File: config.mk
export PLATFORM = sky130hd
export DESIGN_NAME = updown_counter_mod
export DESIGN_NICKNAME = d
export VERILOG_FILES = /design/src/rtl/updown_counter_pkg.sv /design/src/rtl/updown_counter_next.sv /design/src/rtl/updown_counter_mod.sv
export SDC_FILE = /design/constraint.sdc
export NUM_CORES = 1
export LEC_CHECK = 0
export BUFFER_PORTS_ARGS = -buffer_cell sky130_fd_sc_hd__buf_2
export CAP_MARGIN = 20
export CELL_PAD_IN_SITES_DETAIL_PLACEMENT = 0
export CELL_PAD_IN_SITES_GLOBAL_PLACEMENT = 1
export CORE_UTILIZATION = 30
export CTS_CLUSTER_DIAMETER = 30
export DETAILED_ROUTE_END_ITERATION = 8
export PLACE_DENSITY_LB_ADDON = 0.1
export SLEW_MARGIN = 40
export SYNTH_ARGS = -nofsm -noshare
export SYNTH_HDL_FRONTEND = slang
export SYNTH_SLANG_ARGS = --single-unit
File: constraint.sdc
create_clock -name clk -period 1.85 [get_ports clk]
set_input_delay 0.0925 -clock clk [delete_from_list [all_inputs] [get_ports clk]]
set_output_delay 0.0925 -clock clk [all_outputs]
set_load 0.01 [all_outputs]
File: src/rtl/updown_counter_pkg.sv
// Shared constants and helpers for the programmable up/down counter.
// The direction and mode encodings are used by both the top level and the next-state logic.
package updown_counter_pkg;

   localparam logic MODE_WRAP = 1'b0;
   localparam logic MODE_SAT  = 1'b1;
   localparam logic DIR_UP    = 1'b1;
   localparam logic DIR_DOWN  = 1'b0;

   // Limits an input such as a step or load value to the terminal count.
   function automatic logic [31:0] clampToMax(input logic [31:0] value, input logic [31:0] maxVal);
      return (value > maxVal) ? maxVal : value;
   endfunction

endpackage

File: src/rtl/updown_counter_next.sv
// Combinational next-count calculation with wrap/saturate handling and event detection.
// The arithmetic is one bit wider than the count, so no intermediate result wraps at 2**WIDTH.
module updown_counter_next
   import updown_counter_pkg::*;
#(
   parameter int WIDTH   = 4,
   parameter int MAX_VAL = 2**WIDTH-1
) (
   input  logic [WIDTH-1:0] i_count,
   input  logic [WIDTH-1:0] i_step,
   input  logic             i_upDown,
   input  logic             i_satMode,
   output logic [WIDTH-1:0] o_nextCount,
   output logic             o_ovfNext,
   output logic             o_unfNext
);

   localparam logic [WIDTH:0] MAX_EXT = (WIDTH+1)'(MAX_VAL);
   localparam logic [WIDTH:0] MODULUS = MAX_EXT + (WIDTH+1)'(1);

   logic [WIDTH:0] w_countExt;
   logic [WIDTH:0] w_stepExt;
   logic [WIDTH:0] w_sum;
   logic [WIDTH:0] w_result;

   assign w_countExt = {1'b0, i_count};
   assign w_stepExt  = {1'b0, i_step};
   assign w_sum      = w_countExt + w_stepExt;

   // A zero step never crosses a boundary in either direction, so it holds without flags.
   always_comb begin
      w_result  = w_countExt;
      o_ovfNext = 1'b0;
      o_unfNext = 1'b0;
      if (i_upDown == DIR_UP) begin
         if (w_sum > MAX_EXT) begin
            o_ovfNext = 1'b1;
            w_result  = (i_satMode == MODE_SAT) ? MAX_EXT : (w_sum - MODULUS);
         end else begin
            w_result = w_sum;
         end
      end else begin
         if (w_stepExt > w_countExt) begin
            o_unfNext = 1'b1;
            w_result  = (i_satMode == MODE_SAT) ? '0 : (w_countExt + MODULUS - w_stepExt);
         end else begin
            w_result = w_countExt - w_stepExt;
         end
      end
   end

   assign o_nextCount = WIDTH'(w_result);

endmodule

File: src/rtl/updown_counter_mod.sv
// Programmable-modulus up/down counter with variable step, parallel load and wrap/saturate modes.
// Count and over/underflow pulses are registered; the at_max/at_min flags are decoded from the count.
module updown_counter_mod
   import updown_counter_pkg::*;
#(
   parameter int WIDTH     = 4,
   parameter int MAX_VAL   = 2**WIDTH-1,
   parameter int RESET_VAL = 0
) (
   input  logic             clk,
   input  logic             reset,
   input  logic             en,
   input  logic             up_down,
   input  logic [WIDTH-1:0] step,
   input  logic             sat_mode,
   input  logic             load,
   input  logic [WIDTH-1:0] load_val,
   output logic [WIDTH-1:0] count,
   output logic             ovf,
   output logic             unf,
   output logic             at_max,
   output logic             at_min
);

   if (WIDTH < 2 || MAX_VAL < 1 || longint'(MAX_VAL) > ((longint'(1) << WIDTH) - 1) ||
       RESET_VAL < 0 || RESET_VAL > MAX_VAL) begin : g_paramCheck
      $error("updown_counter_mod: illegal WIDTH/MAX_VAL/RESET_VAL combination");
   end

   localparam logic [WIDTH-1:0] MAX_W   = WIDTH'(MAX_VAL);
   localparam logic [WIDTH-1:0] RESET_W = WIDTH'(RESET_VAL);

   logic [WIDTH-1:0] r_count;
   logic             r_ovf;
   logic             r_unf;
   logic [WIDTH-1:0] w_stepClamped;
   logic [WIDTH-1:0] w_loadClamped;
   logic [WIDTH-1:0] w_nextCount;
   logic             w_ovfNext;
   logic             w_unfNext;

   assign w_stepClamped = WIDTH'(clampToMax(32'(step), 32'(MAX_VAL)));
   assign w_loadClamped = WIDTH'(clampToMax(32'(load_val), 32'(MAX_VAL)));

   updown_counter_next #(
      .WIDTH   (WIDTH),
      .MAX_VAL (MAX_VAL)
   ) u_next (
      .i_count     (r_count),
      .i_step      (w_stepClamped),
      .i_upDown    (up_down),
      .i_satMode   (sat_mode),
      .o_nextCount (w_nextCount),
      .o_ovfNext   (w_ovfNext),
      .o_unfNext   (w_unfNext)
   );

   // Load wins over counting; the event pulses are cleared on any cycle that is not a counting step.
   always_ff @(posedge clk or posedge reset) begin
      if (reset) begin
         r_count <= RESET_W;
         r_ovf   <= 1'b0;
         r_unf   <= 1'b0;
      end else if (load) begin
         r_count <= w_loadClamped;
         r_ovf   <= 1'b0;
         r_unf   <= 1'b0;
      end else if (en) begin
         r_count <= w_nextCount;
         r_ovf   <= w_ovfNext;
         r_unf   <= w_unfNext;
      end else begin
         r_ovf   <= 1'b0;
         r_unf   <= 1'b0;
      end
   end

   assign count  = r_count;
   assign ovf    = r_ovf;
   assign unf    = r_unf;
   assign at_max = (r_count == MAX_W);
   assign at_min = (r_count == '0);

endmodule

# Word level (Yosys, flattened, before mapping)
# Index checks and enable logic that the tools add are counted.
totals:
  latch_bits: 0
  input_bits: 14
  ff_bits: 6
  ramBits: 0
  memories: 0
  mem_bits_ro: 0
  out_inout_bits: 8
classes:
  n_div: 0
  mux: 15
  multipliers: 0
  shift: 0
  magnitude_cmp: 2
  bitwise_logic: 0
  eq_ne: 1
  reduce_logical: 2
  n_addsub: 5
ops:
  columns: ["operator", "n"]
  rows:
  - ["4-bit two-way mux", 7]
  - ["1-bit two-way mux", 8]
  - ["4-bit subtractor", 2]
  - ["4-bit by 4-bit adder with 5-bit output", 1]
  - ["5-bit by 4-bit greater-than comparator with 1-bit output (second input constant)", 1]
  - ["4-bit by 1-bit adder with 4-bit output (second input constant)", 1]
  - ["4-bit == test (second input constant)", 1]
  - ["4-bit greater-than comparator", 1]
  - ["4-bit zero test", 1]
  - ["4-bit by 1-bit subtractor with 4-bit output (second input constant)", 1]
  - ["2-bit nonzero test", 1]

# Longest topological paths before layout
depth:
  ltp_word: 7
  depth_mapped: 7
  ltp_nobuf: 7

# By module
# From an unflattened synthesis, not the netlist that was laid out.
unflattened:
  hier_cells: 70
  hier_area_um2: 626.9
by_module_without_submodules:
  columns: ["mod", "instances", "area_per_inst_um2", "cells_each"]
  rows:
  - ["updown_counter_next", 1, 344.1, 45]
  - ["updown_counter_mod", 1, 282.8, 25]

# Least setup slack after synthesis
# Ideal clock, no wire load.
synth_timing:
  path_kind: "reg2reg"
  startpoint: "reg r_count[0], in the netlist count[0]"
  endpoint: "reg r_count[3], in the netlist count[3]"
  t_required_ns: 1.760
  slack_ns: -0.177
  path_buffers: 0
  t_arrival_ns: 1.937
  path_stages_with_launch: 8
  path_cell_list: "dfrtp_1 > inv_1 > ha_1 > fa_1 > nand3b_4 > and3_4 > or3_1 > o221ai_1"
synth_between:
  elab_chain_len: 7
synth_rtl:
  columns: ["item", "line", "text"]
  rows:
  - ["from (decl)", "updown_counter_mod.sv:33", "logic [WIDTH-1:0] r_count;"]
  - ["from (signal assigned)", "updown_counter_mod.sv:65", "r_count <= w_loadClamped;"]
  - ["from (signal assigned)", "updown_counter_mod.sv:69", "r_count <= w_nextCount;"]
  - ["4-bit by 1-bit adder with 4-bit output / 4-bit by 4-bit adder with 5-bit output (equally long branches)", "updown_counter_next.sv:45, updown_counter_next.sv:28", null]
  - ["4-bit subtractor / 4-bit by 1-bit subtractor with 4-bit output (equally long branches)", "updown_counter_next.sv:45, updown_counter_next.sv:38", null]
  - ["4-bit two-way mux, on equally long branches", "updown_counter_next.sv:45, updown_counter_next.sv:38", null]
  - ["4-bit two-way mux, on equally long branches", "updown_counter_next.sv:43, updown_counter_next.sv:36", null]
  - ["4-bit two-way mux (*)", "updown_counter_next.sv:35", "if (i_upDown == DIR_UP) begin"]
  - ["4-bit two-way mux (*)", "updown_counter_mod.sv:68", "end else if (en) begin"]
  - ["4-bit two-way mux (*)", "updown_counter_mod.sv:64", "end else if (load) begin"]
# Mark *: on every way between the ends. The rest lies on a longest branch, timed or not. The select of a mux whose other input is x is not followed.
# A chain may end at the register's enable or synchronous reset.

# Worst setup path after layout
layout_timing:
  startpoint: "reg r_count[0], in the netlist count[0]"
  endpoint: "reg r_count[1], in the netlist count[1]"
# The elaborated chain is that of the path after synthesis.

==> run_summary.xml <==
<?xml version="1.0" encoding="UTF-8"?>
<metrics>
  <group name="sta">
    <metric name="fin_ws" unit="ns">0.00341</metric>
    <metric name="timing_worst_slew_pin_value" unit="ns">0.356</metric>
    <metric name="timing_max_transition_violations_final" unit="">0</metric>
    <metric name="hold_viol" unit="">0</metric>
    <metric name="timing.max_slew.rel_slack" unit="%">76.1</metric>
    <metric name="finalClockSkew" unit="ns">0.00310</metric>
    <metric name="hold_ws" unit="ns">0.0876</metric>
    <metric name="final_min_period_over_clock_period" unit="%">99.8</metric>
    <metric name="grt_setup_unrepaired" unit="">true</metric>
    <metric name="finalSetupViolCount" unit="">0</metric>
    <metric name="finalWorstPathRequiredPeriod" unit="ns">1.85</metric>
    <metric name="max_freq" unit="MHz">542</metric>
  </group>
  <group name="yosys">
    <metric name="synthesis.area_per_instance" unit="sq um">8.81</metric>
    <metric name="portion_of_the_post_synthesis_area_used_by_sequential_elements" unit="%">21.6</metric>
    <metric name="synth_xor_area_share" unit="%">2.52</metric>
    <metric name="synth-compound-area-share" unit="%">21.4</metric>
    <metric name="synth_simple_gate_area_share" unit="%">25.7</metric>
    <metric name="post_synth_fa_ha_maj_area_fraction" unit="%">20.1</metric>
    <metric name="mappedNetlistArea" unit="sq um">696</metric>
    <metric name="synth_cell_type_count" unit="">30</metric>
    <metric name="synth_warnings" unit="">0</metric>
    <metric name="synth_top_family_by_area" unit="">simple AND/OR/NAND/NOR gates</metric>
    <metric name="ys_seq_elements" unit="">6</metric>
    <metric name="synth.net_count" unit="">103</metric>
    <metric name="synth.area.mux_share" unit="%">0</metric>
    <metric name="syn-instance-count" unit="">79</metric>
  </group>
  <group name="clock_tree">
    <metric name="clock_insertion_delay_at_the_later_pin_of_the_skew_report" unit="ns">0.25</metric>
    <metric name="clk_pin_slew_worst_paths" unit="ns">0.05</metric>
    <metric name="cts_max_path_buffers" unit="">2</metric>
    <metric name="clockRootBuffer" unit="">clkbuf_4</metric>
    <metric name="cts.htree.levels" unit="">1</metric>
    <metric name="cts_num_sinks" unit="">6</metric>
    <metric name="cts_inserted_buffers" unit="">3</metric>
    <metric name="cts_tree" unit="">yes</metric>
  </group>
  <group name="die">
    <metric name="start_util" unit="%">31.8</metric>
    <metric name="core" unit="sq um">2190</metric>
    <metric name="dieArea" unit="sq um">2520</metric>
    <metric name="fp.dieH" unit="microns">50.2</metric>
    <metric name="die_width" unit="microns">50.2</metric>
    <metric name="rows" unit="">17</metric>
    <metric name="io_pins" unit="">22</metric>
  </group>
  <group name="cells_and_area">
    <metric name="antenna-diode-count" unit="">0</metric>
    <metric name="drive_gt1_share" unit="%">43.2</metric>
    <metric name="most_common_cell_after_layout_fill_and_taps_aside" unit="">buf_2</metric>
    <metric name="finish.net_count" unit="">137</metric>
    <metric name="area_delta_synth_final" unit="%">41.2</metric>
    <metric name="fin_area" unit="sq um">982</metric>
    <metric name="mostFrequentLayoutCells" unit="">buf_2 (21), buf_4 (10), inv_1 (8), a21oi_1 (8), dfrtp_1 (6)</metric>
    <metric name="fin_cells" unit="">139</metric>
  </group>
  <group name="grt">
    <metric name="grt_pass1_vias" unit="">656</metric>
    <metric name="global_route.usage.total" unit="%">17.0</metric>
    <metric name="total_overflow_reported_by_the_global_router" unit="">0</metric>
    <metric name="antenna_found_initial" unit="">0</metric>
    <metric name="grt_first_pass_wirelength" unit="microns">3050</metric>
    <metric name="pin_count_of_the_biggest_net_entering_global_routing" unit="">12</metric>
  </group>
  <group name="worst_setup_path">
    <metric name="worst_setup_path_start_kind" unit="">flop</metric>
    <metric name="critPathKind" unit="">reg -&gt; reg</metric>
    <metric name="setup.worst_path.end_class" unit="">flop</metric>
    <metric name="timing.critical_path.arrival" unit="ns">2.01</metric>
    <metric name="timing.critical_path.fanout_max" unit="">2</metric>
    <metric name="rr_worst_depth" unit="">7</metric>
    <metric name="worst_r2r_endpoint" unit="">count[1]</metric>
    <metric name="crit_required" unit="ns">2.01</metric>
    <metric name="worst-r2r-setup-slack" unit="ns">0.003</metric>
    <metric name="worstReg2RegStart" unit="">count[0]</metric>
  </group>
  <group name="routing">
    <metric name="final_antenna_net_count" unit="">0</metric>
    <metric name="vias_per_cell" unit="">5.10</metric>
    <metric name="detailroute.wirelength.met2" unit="microns">951</metric>
    <metric name="postRouteWirelength" unit="microns">1940</metric>
    <metric name="detail_route.wirelength.met1" unit="microns">905</metric>
    <metric name="drc_errors" unit="">0</metric>
    <metric name="drtPass1Iterations" unit="">4</metric>
    <metric name="num_vias" unit="">709</metric>
    <metric name="routed.top_layer" unit="">met4</metric>
    <metric name="post_drt_wl_per_cell" unit="microns">13.9</metric>
    <metric name="first_iter_violations" unit="">14</metric>
    <metric name="wl_met3" unit="microns">65</metric>
  </group>
  <group name="placed_design">
    <metric name="routabilityCongestion" unit="">0.764</metric>
    <metric name="placedCellCount" unit="">134</metric>
    <metric name="place.detailed.hpwl" unit="microns">1530</metric>
    <metric name="placement.io_buffers" unit="">21</metric>
    <metric name="preCtsSetupSlack" unit="ns">-0.117</metric>
    <metric name="placed_area" unit="sq um">882</metric>
  </group>
  <group name="power_and_ir_drop">
    <metric name="power-per-cell-area" unit="nW/um^2">715</metric>
    <metric name="cellLeakagePower" unit="nW">0.470</metric>
    <metric name="worst_ir_drop_vdd" unit="mV">0.302</metric>
    <metric name="total_power" unit="mW">0.702</metric>
  </group>
  <group name="flow_run">
    <metric name="max_cap_violations" unit="">0</metric>
  </group>
  <group name="outcome">
    <metric name="outcome" unit="">finished clean</metric>
  </group>
  <group name="min_path">
    <metric name="kind_of_path_behind_the_tightest_hold_check" unit="">in -&gt; reg</metric>
    <metric name="hold_depth" unit="">3</metric>
    <metric name="hold_endpoint" unit="">count[3]</metric>
    <metric name="timing.hold.worst.start" unit="">load_val[3]</metric>
  </group>
</metrics>
==> power breakdown <==
group | internal, mW | switching, mW | leakage (nW)
registers | 0.148 | 0.0117 | 0.0747
logic | 0.207 | 0.210 | 0.381
clock network | 0.0737 | 0.0515 | 0.0138
total | 0.429 | 0.273 | 0.470
==> cells by family (layout without fill, tap and decap cells) <==
kind of cell               count (synthesis)  count (layout)
AOI/OAI and AO/OA                         23              23
xor gates and xnor gates                   2               2
adders and majority gates                 10              10
buffers and inverters                     12              44
DFF                                        6               6
and+or+nand+nor                           26              26
==> worst max-delay path by stage <==
stage	endpoint	from	cells past startpoint
2_1_floorplan	count[3]	count[0]	7
3_3_place_gp	count[3]	count[0]	7
3_5_place_dp	count[3]	count[0]	7
4_1_cts	count[3]	count[0]	7
5_1_grt	count[1]	count[0]	7
6_report	count[1]	count[0]	7
==> per-stage QoR <==
stage,TNS (ns),utilization (%)
after detailed placement,-0.166,40.3
final,0,44.8
after global placement,-0.165,40.3
after floorplan,-0.178,-
after global routing,-0.205,44.8
after CTS,-0.0238,42.2
==> registers in the layout (all words and copies together), names as in the netlist <==
register / flops
count: 4
ovf: 1
unf: 1
==> cells in the mapped netlist (all sizes together) <==
library cell | count | area (sq um)
nor3 | 3 | 15.0
a31oi | 1 | 6.26
dfrtp | 6 | 150
nor2b | 5 | 31.3
inv | 9 | 33.8
o21bai | 1 | 7.51
nand2b | 3 | 18.8
o311ai | 1 | 8.76
nand3b | 1 | 20.0
o21ai | 4 | 20.0
nand2 | 3 | 11.3
o221ai | 2 | 17.5
xnor2 | 1 | 8.76
and2 | 1 | 6.26
or3 | 1 | 6.26
o31ai | 1 | 7.51
nor4 | 3 | 18.8
fa | 2 | 40.0
buf | 2 | 22.5
and3 | 1 | 11.3
a21oi | 9 | 45.0
o211a | 1 | 10.0
and4 | 1 | 8.76
xor2 | 1 | 8.76
clkbuf | 1 | 3.75
a221oi | 1 | 8.76
ha | 8 | 100
nor3b | 3 | 22.5
o31a | 2 | 17.5
nor4b | 1 | 8.76
==> routing by layer <==
metal,vias to the layer above,global-route usage (%)
met2,15,27.6
li1,351,-
met5,-,0
met3,2,4.85
met1,341,22.0
met4,0,4.29
==> critical path, stage by stage (launching register included) <==
cell	delay, ns
dfrtp_1	0.36
inv_2	0.05
ha_4	0.16
fa_2	0.37
nand3b_4	0.16
and3_4	0.16
or3_4	0.34
o221ai_2	0.17
==> layout make-up <==
cell class / count / area [sq um]
fill: 232 / 1210
multi-input combinational: 61 / 551
timing repair buffer: 32 / 190
sequential: 6 / 150
tap: 28 / 35.0
inverter: 9 / 33.8
clock buffer: 3 / 22.5
==> timing repair <==
action / 4_1_cts / 5_1_grt
gates cloned: 0 / 0
pin swaps: 1 / 10
endpoints found under the setup margin: 3 / 3
setup buffers: 0 / 1
hold buffers: 1 / 0
resized for setup: 4 / 9
hold endpoints to repair: 6 / 0
Power figures use the tool's default switching activity.
